`config.mk`:
```
export PLATFORM = sky130hd
export DESIGN_NAME = uart_rx_flat
export DESIGN_NICKNAME = d
export VERILOG_FILES = /design/src/rtl/uart_rx_if.sv /design/src/rtl/uart_rx.sv /design/src/flat_wrapper.sv
export SDC_FILE = /design/constraint.sdc
export NUM_CORES = 1
export LEC_CHECK = 0
export ABC_AREA = 0
export BUFFER_PORTS_ARGS = -buffer_cell sky130_fd_sc_hd__buf_2
export CAP_MARGIN = 20
export CORE_MARGIN = 1.5
export CORE_UTILIZATION = 40
export DETAILED_ROUTE_END_ITERATION = 8
export SYNTH_ARGS = -nofsm -noshare
export SYNTH_HDL_FRONTEND = slang
export SYNTH_SLANG_ARGS = --single-unit
```
`constraint.sdc`:
```
create_clock -name clock -period 4.7 [get_ports clock]
set_input_delay 0 -clock clock [delete_from_list [all_inputs] [get_ports clock]]
set_output_delay 0 -clock clock [all_outputs]
set_load 0.1 [all_outputs]
```
`src/rtl/uart_rx_if.sv`:
```
// uart_rx_if: bundles the serial line and the receive-side outputs of uart_rx.
//   rx           serial input, idle high (driven by the line / bench)
//   received     one-cycle pulse, rx_byte holds a new good byte
//   rx_byte      last correctly framed byte
//   recv_error   one-cycle pulse on a framing error
//   is_receiving high while the receiver is not idle
// modport master: the receiver itself. modport slave: line driver / consumer.
interface uart_rx_if;
  logic       rx;
  logic       received;
  logic [7:0] rx_byte;
  logic       recv_error;
  logic       is_receiving;

  modport master (
    input  rx,
    output received,
    output rx_byte,
    output recv_error,
    output is_receiving
  );

  modport slave (
    output rx,
    input  received,
    input  rx_byte,
    input  recv_error,
    input  is_receiving
  );
endinterface

```
`src/rtl/uart_rx.sv`:
```
// uart_rx: 8N1 serial receiver, LSB first, idle-high line, no parity.
// Each bit is sampled once at mid-bit using a down-counter that is reloaded
// before it can underflow.
//   clock  system clock, all logic on posedge
//   reset  synchronous, active-high
//   bus    uart_rx_if.master: rx in; received, rx_byte, recv_error,
//          is_receiving out
//
// state     | meaning
// ----------+-----------------------------------------------------------
// IDLE      | line idle, waiting for rx_s to fall
// START     | counting half a bit to re-check the start bit at mid-bit
// DATA      | sampling 8 data bits, one per CLKS_PER_BIT at mid-bit
// STOP      | sampling the stop bit; good byte or framing error
// WAIT_IDLE | after a framing error, wait for the line to go high again
module uart_rx #(
  parameter int CLKS_PER_BIT = 104,
  parameter int HALF_BIT     = CLKS_PER_BIT / 2
) (
  input  logic      clock,
  input  logic      reset,
  uart_rx_if.master bus
);

  localparam int CNT_W = $clog2(CLKS_PER_BIT);

  localparam logic [CNT_W-1:0] CNT_FULL = CNT_W'(CLKS_PER_BIT - 1);
  localparam logic [CNT_W-1:0] CNT_HALF = CNT_W'(HALF_BIT - 1);
  localparam logic [CNT_W-1:0] CNT_ONE  = CNT_W'(1);
  localparam logic [CNT_W-1:0] CNT_ZERO = '0;

  localparam logic [2:0] ST_IDLE      = 3'd0;
  localparam logic [2:0] ST_START     = 3'd1;
  localparam logic [2:0] ST_DATA      = 3'd2;
  localparam logic [2:0] ST_STOP      = 3'd3;
  localparam logic [2:0] ST_WAIT_IDLE = 3'd4;

  // two-flop synchronizer; both stages reset to the idle level so a reset
  // never looks like a start edge
  logic             sync1_q, sync1_d;
  logic             rx_s_q, rx_s_d;

  logic [2:0]       state_q, state_d;
  logic [CNT_W-1:0] cnt_q, cnt_d;
  logic [2:0]       bit_idx_q, bit_idx_d;
  logic [7:0]       shift_q, shift_d;
  logic [7:0]       rx_byte_q, rx_byte_d;
  logic             received_q, received_d;
  logic             recv_error_q, recv_error_d;
  logic             busy_q, busy_d;

  logic             cnt_done;

  assign cnt_done = (cnt_q == CNT_ZERO);

  always_comb begin
    sync1_d      = bus.rx;
    rx_s_d       = sync1_q;
    state_d      = state_q;
    cnt_d        = cnt_q;
    bit_idx_d    = bit_idx_q;
    shift_d      = shift_q;
    rx_byte_d    = rx_byte_q;
    received_d   = 1'b0;
    recv_error_d = 1'b0;

    case (state_q)
      ST_IDLE: begin
        if (!rx_s_q) begin
          state_d = ST_START;
          cnt_d   = CNT_HALF;
        end
      end

      ST_START: begin
        if (cnt_done) begin
          if (!rx_s_q) begin
            state_d   = ST_DATA;
            cnt_d     = CNT_FULL;
            bit_idx_d = 3'd0;
          end else begin
            // line was high again at mid-start: treat as a glitch
            state_d = ST_IDLE;
          end
        end else begin
          cnt_d = cnt_q - CNT_ONE;
        end
      end

      ST_DATA: begin
        if (cnt_done) begin
          // LSB arrives first, so new bits enter at the top and move down
          shift_d = {rx_s_q, shift_q[7:1]};
          cnt_d   = CNT_FULL;
          if (bit_idx_q == 3'd7) begin
            state_d = ST_STOP;
          end else begin
            bit_idx_d = bit_idx_q + 3'd1;
          end
        end else begin
          cnt_d = cnt_q - CNT_ONE;
        end
      end

      ST_STOP: begin
        if (cnt_done) begin
          // leaving at mid-stop-bit re-arms IDLE in time for a start bit
          // that follows with no idle gap
          if (rx_s_q) begin
            rx_byte_d  = shift_q;
            received_d = 1'b1;
            state_d    = ST_IDLE;
          end else begin
            recv_error_d = 1'b1;
            state_d      = ST_WAIT_IDLE;
          end
        end else begin
          cnt_d = cnt_q - CNT_ONE;
        end
      end

      ST_WAIT_IDLE: begin
        // a held-low line (break) must not be decoded as 0x00 bytes
        if (rx_s_q) begin
          state_d = ST_IDLE;
        end
      end

      default: begin
        state_d = ST_IDLE;
      end
    endcase

    busy_d = (state_d != ST_IDLE);
  end

  always_ff @(posedge clock) begin
    if (reset) begin
      sync1_q      <= 1'b1;
      rx_s_q       <= 1'b1;
      state_q      <= ST_IDLE;
      cnt_q        <= CNT_ZERO;
      bit_idx_q    <= 3'd0;
      shift_q      <= 8'h00;
      rx_byte_q    <= 8'h00;
      received_q   <= 1'b0;
      recv_error_q <= 1'b0;
      busy_q       <= 1'b0;
    end else begin
      sync1_q      <= sync1_d;
      rx_s_q       <= rx_s_d;
      state_q      <= state_d;
      cnt_q        <= cnt_d;
      bit_idx_q    <= bit_idx_d;
      shift_q      <= shift_d;
      rx_byte_q    <= rx_byte_d;
      received_q   <= received_d;
      recv_error_q <= recv_error_d;
      busy_q       <= busy_d;
    end
  end

  assign bus.received     = received_q;
  assign bus.rx_byte      = rx_byte_q;
  assign bus.recv_error   = recv_error_q;
  assign bus.is_receiving = busy_q;

endmodule

```
`src/flat_wrapper.sv`:
```
// flat-port wrapper written by rule: the top's interface ports become plain ports
module uart_rx_flat 
#(
  parameter int CLKS_PER_BIT = 104,
  parameter int HALF_BIT     = CLKS_PER_BIT / 2
)
  (clock, reset, bus_rx, bus_received, bus_rx_byte, bus_recv_error, bus_is_receiving);
  uart_rx_if bus_i ();
  input  logic clock;
  input  logic reset;
  input wire logic [$bits(bus_i.rx)-1:0] bus_rx;
  output wire logic [$bits(bus_i.received)-1:0] bus_received;
  output wire logic [$bits(bus_i.rx_byte)-1:0] bus_rx_byte;
  output wire logic [$bits(bus_i.recv_error)-1:0] bus_recv_error;
  output wire logic [$bits(bus_i.is_receiving)-1:0] bus_is_receiving;
  assign bus_i.rx = bus_rx;
  assign bus_received = bus_i.received;
  assign bus_rx_byte = bus_i.rx_byte;
  assign bus_recv_error = bus_i.recv_error;
  assign bus_is_receiving = bus_i.is_receiving;
  uart_rx #(.CLKS_PER_BIT(CLKS_PER_BIT), .HALF_BIT(HALF_BIT)) u_core (.clock(clock), .reset(reset), .bus(bus_i));
endmodule
```
# After elaboration in Yosys (flattened, before gate mapping)
# Index checks and enable logic that the tools add are counted.
# classes
addsub	2
eq_ne	12
muxes	22
bitwise_logic	2
reduce_logical	10
# ops
operator	n
$mux 7	5
$mux 3	11
$pmux 7 s4	1
$pmux 3 s5	1
$ne 2x2->1 const B	4
$logic_not 7->1	1
$sub 7x1->7 const B	1
$eq 3x2->1 const B	2
$eq 3x3->1 const B	2
$pmux 3 s2	1
$reduce_and 5->1	1
$ne 2x1->1 const B	2
$reduce_and 4->1	1
$reduce_bool 4->1	1
$add 3x1->3 const B	1
$eq 3x1->1 const B	1
$logic_not 3->1	1
$ne 3x3->1 const B	1
$reduce_and 3->1	1
$reduce_bool 3->1	1
$reduce_or 3->1	1
$mux 1	2
$mux 2	1
$not 1->1	2
other kinds (2)	2
# word_totals
reg_bits	34
in_bits	3
output_inout_bits	11
elab_cells	58

# Longest topological paths before layout
# Gate-level depths: netlist (run 1).
# depth
ltp_word	5
depth_mapped	7
mapped_depth_nobuf	6

# Worst setup path after synthesis (run 1)
# Ideal clock, no wire load.
# synth_path
path_kind	flip-flop to flip-flop
startpoint	register u_core.cnt_q[0]
endpoint	register u_core.cnt_q[2]
setup_ns	0.116
t_arrival_ns	1.575
required_time_ns	4.584
setup_slack_ns	3.009
stages_incl_launch_ff	8
path_buffers	1
synth_period_minus_slack_ns	1.691
path_cell_list	dfxtp_1 -> inv_1 -> ha_1 -> or3b_1 -> buf_2 -> nor4_2 -> a2111oi_0 -> a31o_1
# synth_via
elab_chain_cells	3
# synth_lines
element	line_no	text
start: declaration	uart_rx.sv:44	logic [CNT_W-1:0] cnt_q, cnt_d;
start signal: assignment	uart_rx.sv:153	cnt_q <= cnt_d;
$sub 7x1->7 or $logic_not 7->1 (tied branches)	n/a	
$mux 7, or another cell as far along	uart_rx.sv:106	if (cnt_done) begin
$pmux 7 s4 or $reduce_and 4->1 (tied branches)	n/a	
# Parallel ways exist; a longest one is shown, timed or not. The select of a mux whose other input is x is not followed.
# A chain may end at the register's enable or synchronous reset.

# Final worst setup path (run 1)
# layout_path
startpoint	register u_core.cnt_q[3]
endpoint	register u_core.rx_byte_q[4] (netlist: u_core.bus.rx_byte[4])
# layout_via
elab_chain_cells	2
# layout_lines
element	line_no	text
$logic_not 7->1	uart_rx.sv:54	assign cnt_done = (cnt_q == CNT_ZERO);
$reduce_and 3->1 (no line)	n/a	
end signal: assignment	uart_rx.sv:156	rx_byte_q <= rx_byte_d;
end: declaration	uart_rx.sv:47	logic [7:0] rx_byte_q, rx_byte_d;
# Every way passes these cells.

==> out/metrics.cfg, run 1 <==
[status]
outcome = complete, no violations

[clock_network]
cts_tree = done
cts.htree.levels = 2
cts_root_buffer = clkbuf_8
clock-sinks = 34
worst_skew_pair.late_latency_ns = 0.28
cts-resized-gates = 0
cts_inserted_buffers = 5
clk_pin_slew_worst_paths_ns = 0.07
clk_path_buf_depth = 2

[setup_path]
worstSetupStartpointType = flip-flop
critical_path.max_fanout = 12
cp_cell_sequence = nor3_2, nand4_1, nor2_4, mux2i_1
timing.reg2reg.worst_path_depth = 4
critical_path.endpoint_type = flip-flop
worstPathRequired_ns = 4.90
critical_path_class = reg -> reg
worst_ep_arrival_time_ns = 2.29
ff2ff_setup_slack_ns = 2.62
slowest_delay_ns = 0.65
critical_path.reg2reg.endpoint = u_core.bus.rx_byte[4]
rr_startpoint = u_core.cnt_q[3]
critical_path_slowest_stage_cell = nor3_2

[global_route]
pin_count_of_the_biggest_net_entering_global_routing = 23
grt_pass1_vias = 1205
grt_antenna_before_repair = 0
grtUsageTotal_pct = 16.2
global_route_total_overflow = 0
grt_pass1_wl_microns = 5430

[routing]
wl_per_cell_microns = 13.8
drt_total_wl_microns = 3280
initialDrtViolationCount = 140
post-route-drc-count = 0
vias = 1294
antenna_violating_nets_post_route = 0
drt_pass1_iterations = 4
via_per_inst = 5.46

[timing]
post-route-worst-setup-slack_ns = 2.62
final.setup.tns_ns = 0
slew_headroom_pct = 50.3
final-max-slew-violation-count = 0
fin_worst_hold_slack_ns = 0.127
tightestPinTransition_ns = 0.741
layout_min_cycle_time_ns = 2.08
rsz0062_at_grt = no
hold_viol_final = 0
setup_violations = 0
highest_achievable_clock_rate_mhz = 480
min_period_over_period_pct = 44.3
fin_skew_ns = 0.0102

[synth]
ys_async_rst_share_pct = 0
postSynthAreaPerCell_sq_um = 9.13
ys.flop_type = dfxtp_1
ys_ff_latch = 34
yosys_warnings = 0
count_of_flip_flops_with_a_built_in_enable_after_synthesis = 0
synth_nets = 184
synthesis.instances = 177
synth.cell_area_sq_mm = 0.00162
synthDistinctLibCells = 46
synth_sequential_area_ratio_pct = 42.1

[floorplan]
starting_density_of_the_core_pct = 42.8
die-area_sq_mm = 0.00443
floorplan.rows = 22
core-area_sq_mm = 0.00377
floorplan.die.width_microns = 66.5
dieHeight_microns = 66.5
floorplan.io_pins = 14

[place]
area_after_dpl_sq_mm = 0.00170
place.port_buffers = 13
gp_congestion = 0.904
pre_cts_ws_ns = 2.63
numPlacedInstances = 229
dp.final_hpwl_microns = 2300

[hold_path]
min_delay_worst_endpoint = u_core.shift_q[5]
hold_path_class = in -> reg
worst_hold_path.num_cells = 2
worst_hold_startpoint = reset

[cells_and_area]
antennaDiodeCount = 0
layout-drive-gt1-share_pct = 18.0
final_cell_area_sq_mm = 0.00182
net_count_of_the_finished_layout = 196
utilization_after_layout_pct = 48.3
final-instance-count-excl-fill = 237
layout_commonest_cell = dfxtp_1
mostFrequentLayoutCells = dfxtp_1, nand2_1, mux2i_1
growth_of_design_area_from_synthesis_to_finish_pct = 12.7

[job]
maxCapViolations = 0

[pwr]
power.switching_mw = 0.172
seq_power_share_pct = 45.5
comb_power_share_pct = 13.8
p_leak_nw = 0.737
power_density_over_the_cells_mw_per_mm2 = 368
finalPower_mw = 0.670
clock_power_share_pct = 40.7
internal_power_mw = 0.498
switching_share_pct = 25.7
vdd.ir_drop.worst_v = 0.000173

flip-flops by register name, summed over array words and instances, names as in the netlist:
signal / cells
u_core.bit_idx_q: 3
u_core.bus.is_receiving: 1
u_core.bus.received: 1
u_core.bus.recv_error: 1
u_core.bus.rx_byte: 8
u_core.cnt_q: 7
u_core.rx_s_d: 1
u_core.rx_s_q: 1
u_core.shift_q: 8
u_core.state_q: 3
critical path: cells and delay by family (launching register included):
kind | cells | cell delay (ns)
DFF | 1 | 0.38
muxes | 1 | 0.24
and+or+nand+nor | 3 | 1.38
power groups by stage:
stage / Clock [mW] / Combinational (mW) / Sequential, mW
2_1_floorplan: 0 / 0.0754 / 0.312
3_3_place_gp: 0 / 0.0878 / 0.311
3_5_place_dp: 0 / 0.0896 / 0.311
4_1_cts: 0.280 / 0.0905 / 0.304
5_1_grt: 0.294 / 0.0997 / 0.306
6_report: 0.273 / 0.0921 / 0.305
synth_stat cells, types with 4 or more instances:
cell	count	area (sq um)
clkbuf_1	4	15.0
buf_2	4	20.0
nor2_1	13	48.8
nand2_1	28	105
nor3b_1	4	30.0
or3_1	4	25.0
or2_2	4	25.0
a21oi_1	8	40.0
mux2i_1	16	160
dfxtp_1	34	681
inv_1	8	30.0
ha_1	4	50.1
nor3_1	5	25.0
layer usage:
| metal | GRT usage [%] | vias to the layer above | part of all wire [%] |
|---|---|---|---|
| li1 | - | 653 | - |
| met1 | 21.0 | 608 | 49 |
| met2 | 24.3 | 27 | 45 |
| met3 | 5.74 | 6 | 4.1 |
| met4 | 6.89 | 0 | 1.6 |
| met5 | 0 | - | 0 |
kinds of logic after synthesis:
| family | count (synthesis) | synth area share (%) |
|---|---|---|
| AO/OA/AOI/OAI | 32 | 15.6 |
| multiplexers | 16 | 9.91 |
| XOR/XNOR | 2 | 1.08 |
| flip-flops | 34 | 42.1 |
| AND/OR/NAND/NOR | 72 | 23.6 |
| adder cells (fa/ha/maj) | 4 | 3.10 |
| buffers and inverters | 17 | 4.49 |
worst max-delay path by stage:
stage,from,endpoint,slack (ns),depth (start not counted)
final,u_core.cnt_q[3],u_core.bus.rx_byte[4],2.62,4
after global routing,u_core.cnt_q[3],u_core.bus.rx_byte[3],2.37,4
after CTS,u_core.cnt_q[3],u_core.bus.rx_byte[4],2.59,4
after detailed placement,u_core.cnt_q[3],u_core.bus.rx_byte[4],2.63,4
after global placement,u_core.cnt_q[3],u_core.bus.rx_byte[5],2.75,4
after floorplan,u_core.cnt_q[0],u_core.cnt_q[2],3.01,7
final cells by class:
type                            instances  area [sq um]
Clock buffer                            6          82.6
Sequential cell                        34           681
Tap cell                               48          60.1
Fill cell                             366          1950
Multi-Input combinational cell        126           862
Clock inverter                          1          30.0
Inverter                                8          30.0
Timing Repair Buffer                   14          75.1
repair_timing:
item | in CTS | in global routing
setup endpoints to repair | 0 | 0
setup buffers | 0 | 0
hold buffers | 1 | 0
hold endpoints to repair | 1 | 0
(Power assumes the default switching activity.)
==> run 2: changes to the inputs <==
- clock period: 4.7 -> 2.1 ns (I/O delays scaled with it)
==> run 2 against run 1 <==
  * Core utilization up 2.5 points
  * Critical endpoint is now u_core.bit_idx_q[0]
  * Non-clock buffer count grew 7
  * Maximum frequency rose by 11%
  * Via count up 0.77%
  * Register-to-register slack worse by 2.4 ns
  * Sequential share of layout area is 1.9 points lower
==> out/metrics.cfg, run 2 (synthesis gave the netlist of run 1 again) <==
[routing]
initialDrtViolationCount = 119  ; -15%
wl_per_cell_microns = 13.0  ; -6.2%
antenna_violating_nets_post_route = 0  ; unchanged
post-route-drc-count = 0  ; unchanged
drt_pass1_iterations = 4  ; unchanged
via_per_inst = 5.32  ; -2.5%
vias = 1304  ; +0.77%
drt_total_wl_microns = 3180  ; -3.0%

[cells_and_area]
fillCellCount = 338  ; -7.7%
layout_commonest_cell = dfxtp_1
antennaDiodeCount = 0  ; unchanged
layout-drive-gt1-share_pct = 21.3  ; +3.3 points
final_cell_area_sq_mm = 0.00192  ; +5.2%
growth_of_design_area_from_synthesis_to_finish_pct = 18.6
net_count_of_the_finished_layout = 203  ; +3.6%
mostFrequentLayoutCells = dfxtp_1, nand2_1, mux2i_1

[timing]
rsz0062_at_grt = no
setup_violations = 0  ; unchanged
fin_skew_ns = 0.00548  ; -0.00476 ns
hold_viol_final = 0  ; unchanged
tightestPinTransition_ns = 0.488  ; -0.253 ns
final-max-slew-violation-count = 0  ; unchanged
layout_min_cycle_time_ns = 1.88  ; -0.204 ns
min_period_over_period_pct = 89.5  ; +45 points
highest_achievable_clock_rate_mhz = 532  ; +11%
slew_headroom_pct = 67.7  ; +17 points
final.setup.tns_ns = 0  ; unchanged

[hold_path]
hold_path_class = in -> reg
worst_hold_startpoint = reset
worst_hold_path.num_cells = 2  ; unchanged
min_delay_worst_endpoint = u_core.shift_q[4]

[setup_path]
worstPathRequired_ns = 2.31  ; -2.59 ns
worstSetupStartpointType = flip-flop
critical_path.reg2reg.endpoint = u_core.bit_idx_q[0]
cp_cell_sequence = inv_1, ha_1, nor3b_4, o2111ai_2, or3b_1, a21oi_1
critical_path_slowest_stage_cell = or3b_1
rr_startpoint = u_core.cnt_q[0]
slowest_delay_ns = 0.43  ; -0.22 ns
critical_path.endpoint_type = flip-flop
timing.critical_path.max_delay_family = simple AND/OR/NAND/NOR gates
critical_path_class = reg -> reg
worst_ep_arrival_time_ns = 2.09  ; -0.20 ns
ff2ff_setup_slack_ns = 0.22  ; -2.40 ns
timing.reg2reg.worst_path_depth = 6  ; +2
critical_path.max_fanout = 8  ; -4
worst-path-buf-inv = 1  ; +1

[floorplan]
floorplan.die.width_microns = 66.5  ; unchanged
floorplan.io_pins = 14  ; unchanged
core-area_sq_mm = 0.00377  ; unchanged
floorplan.rows = 22  ; unchanged
die-area_sq_mm = 0.00443  ; unchanged
dieHeight_microns = 66.5  ; unchanged
starting_density_of_the_core_pct = 42.8  ; unchanged

[job]
maxCapViolations = 0  ; unchanged

[clock_network]
worst_skew_pair.late_latency_ns = 0.28  ; about the same
cts_inserted_buffers = 5  ; unchanged
cts.htree.levels = 2  ; unchanged
clk_path_buf_depth = 2  ; unchanged
cts_tree = done
cts_root_buffer = clkbuf_8
cts-resized-gates = 0  ; unchanged
clock-sinks = 34  ; unchanged
clk_pin_slew_worst_paths_ns = 0.07  ; about the same

[place]
place.port_buffers = 13  ; unchanged
area_after_dpl_sq_mm = 0.00173  ; +1.8%
gp_congestion = 0.846  ; -6.4%
dp.final_hpwl_microns = 2210  ; -3.8%

[pwr]
vdd.ir_drop.worst_v = 0.000416  ; +140%
clock_power_share_pct = 45.0  ; +4.3 points
seq_power_share_pct = 41.4  ; -4.1 points
internal_power_mw = 1.26  ; +150%
comb_power_share_pct = 13.6  ; -0.2 points
p_leak_nw = 0.786  ; +6.7%
switching_share_pct = 23.6  ; -2.1 points
power.switching_mw = 0.389  ; +130%
power_density_over_the_cells_mw_per_mm2 = 860  ; +130%

[global_route]
grt_antenna_before_repair = 0  ; unchanged
grt_pass1_vias = 1179  ; -2.2%
grtUsageTotal_pct = 16.0  ; -0.22 points
pin_count_of_the_biggest_net_entering_global_routing = 23  ; unchanged
grt_pass1_wl_microns = 5310  ; -2.3%
global_route_total_overflow = 0  ; unchanged

[status]
outcome = complete, no violations

run 2: stage by stage:
step	hold WS [ns]	util [%]	worst slack, ns	instances	power [mW]
6_report	0.116	50.8	0.221	245	1.65
5_1_grt	0.133	50.8	0.0328	245	1.72
4_1_cts	0.118	49.9	0.146	242	1.65
3_5_place_dp	0.189	45.8	0.157	233	0.903
3_3_place_gp	0.184	45.8	0.220	233	0.904
2_1_floorplan	0.0805	-	0.409	177	0.867
run 2: worst max-delay path by stage:
| stage | endpoint | from | cells after the start |
|---|---|---|---|
| after floorplan | u_core.cnt_q[2] | u_core.cnt_q[0] | 7 |
| after global placement | u_core.bus.rx_byte[1] | u_core.cnt_q[0] | 6 |
| after detailed placement | u_core.bus.rx_byte[2] | u_core.cnt_q[0] | 6 |
| after CTS | u_core.bus.rx_byte[2] | u_core.cnt_q[0] | 6 |
| after global routing | u_core.cnt_q[0] | u_core.cnt_q[0] | 6 |
| final | u_core.bit_idx_q[0] | u_core.cnt_q[0] | 6 |
run 2: layer usage:
metal | up-vias | track usage, % | wire, microns | share of wire, %
li1 | 665 | - | - | -
met4 | 0 | 7.40 | 74 | 2.3
met5 | - | 0 | 0 | 0
met1 | 600 | 21.0 | 1530 | 48
met2 | 30 | 23.9 | 1440 | 45
met3 | 9 | 4.90 | 136 | 4.3
run 2: layout make-up:
| type | instances | area, sq um | area share [%] |
|---|---|---|---|
| clock buffers | 6 | 82.6 | 4.31 |
| multi-input cells | 126 | 862 | 45.0 |
| repair buffers | 21 | 140 | 7.32 |
| inverters | 8 | 30.0 | 1.57 |
| flip-flops and latches | 34 | 681 | 35.5 |
| clock inverters | 2 | 60.1 | 3.14 |
| well taps | 48 | 60.1 | 3.14 |
run 2: repair_timing:
| action | 4_1_cts | 5_1_grt |
|---|---|---|
| endpoints found under the setup margin | 0 | 4 |
| buffers inserted | 0 | 3 |
| hold buffers | 1 | 0 |
| hold endpoints to repair | 1 | 0 |
run 2: power by group through the flow:
stage                     sequential (mW)  clock [mW]  combinational (mW)
after CTS                           0.681       0.756               0.210
after global routing                0.684       0.790               0.246
after global placement              0.695           0               0.209
after detailed placement            0.696           0               0.207
after floorplan                     0.698           0               0.169
final                               0.682       0.742               0.225
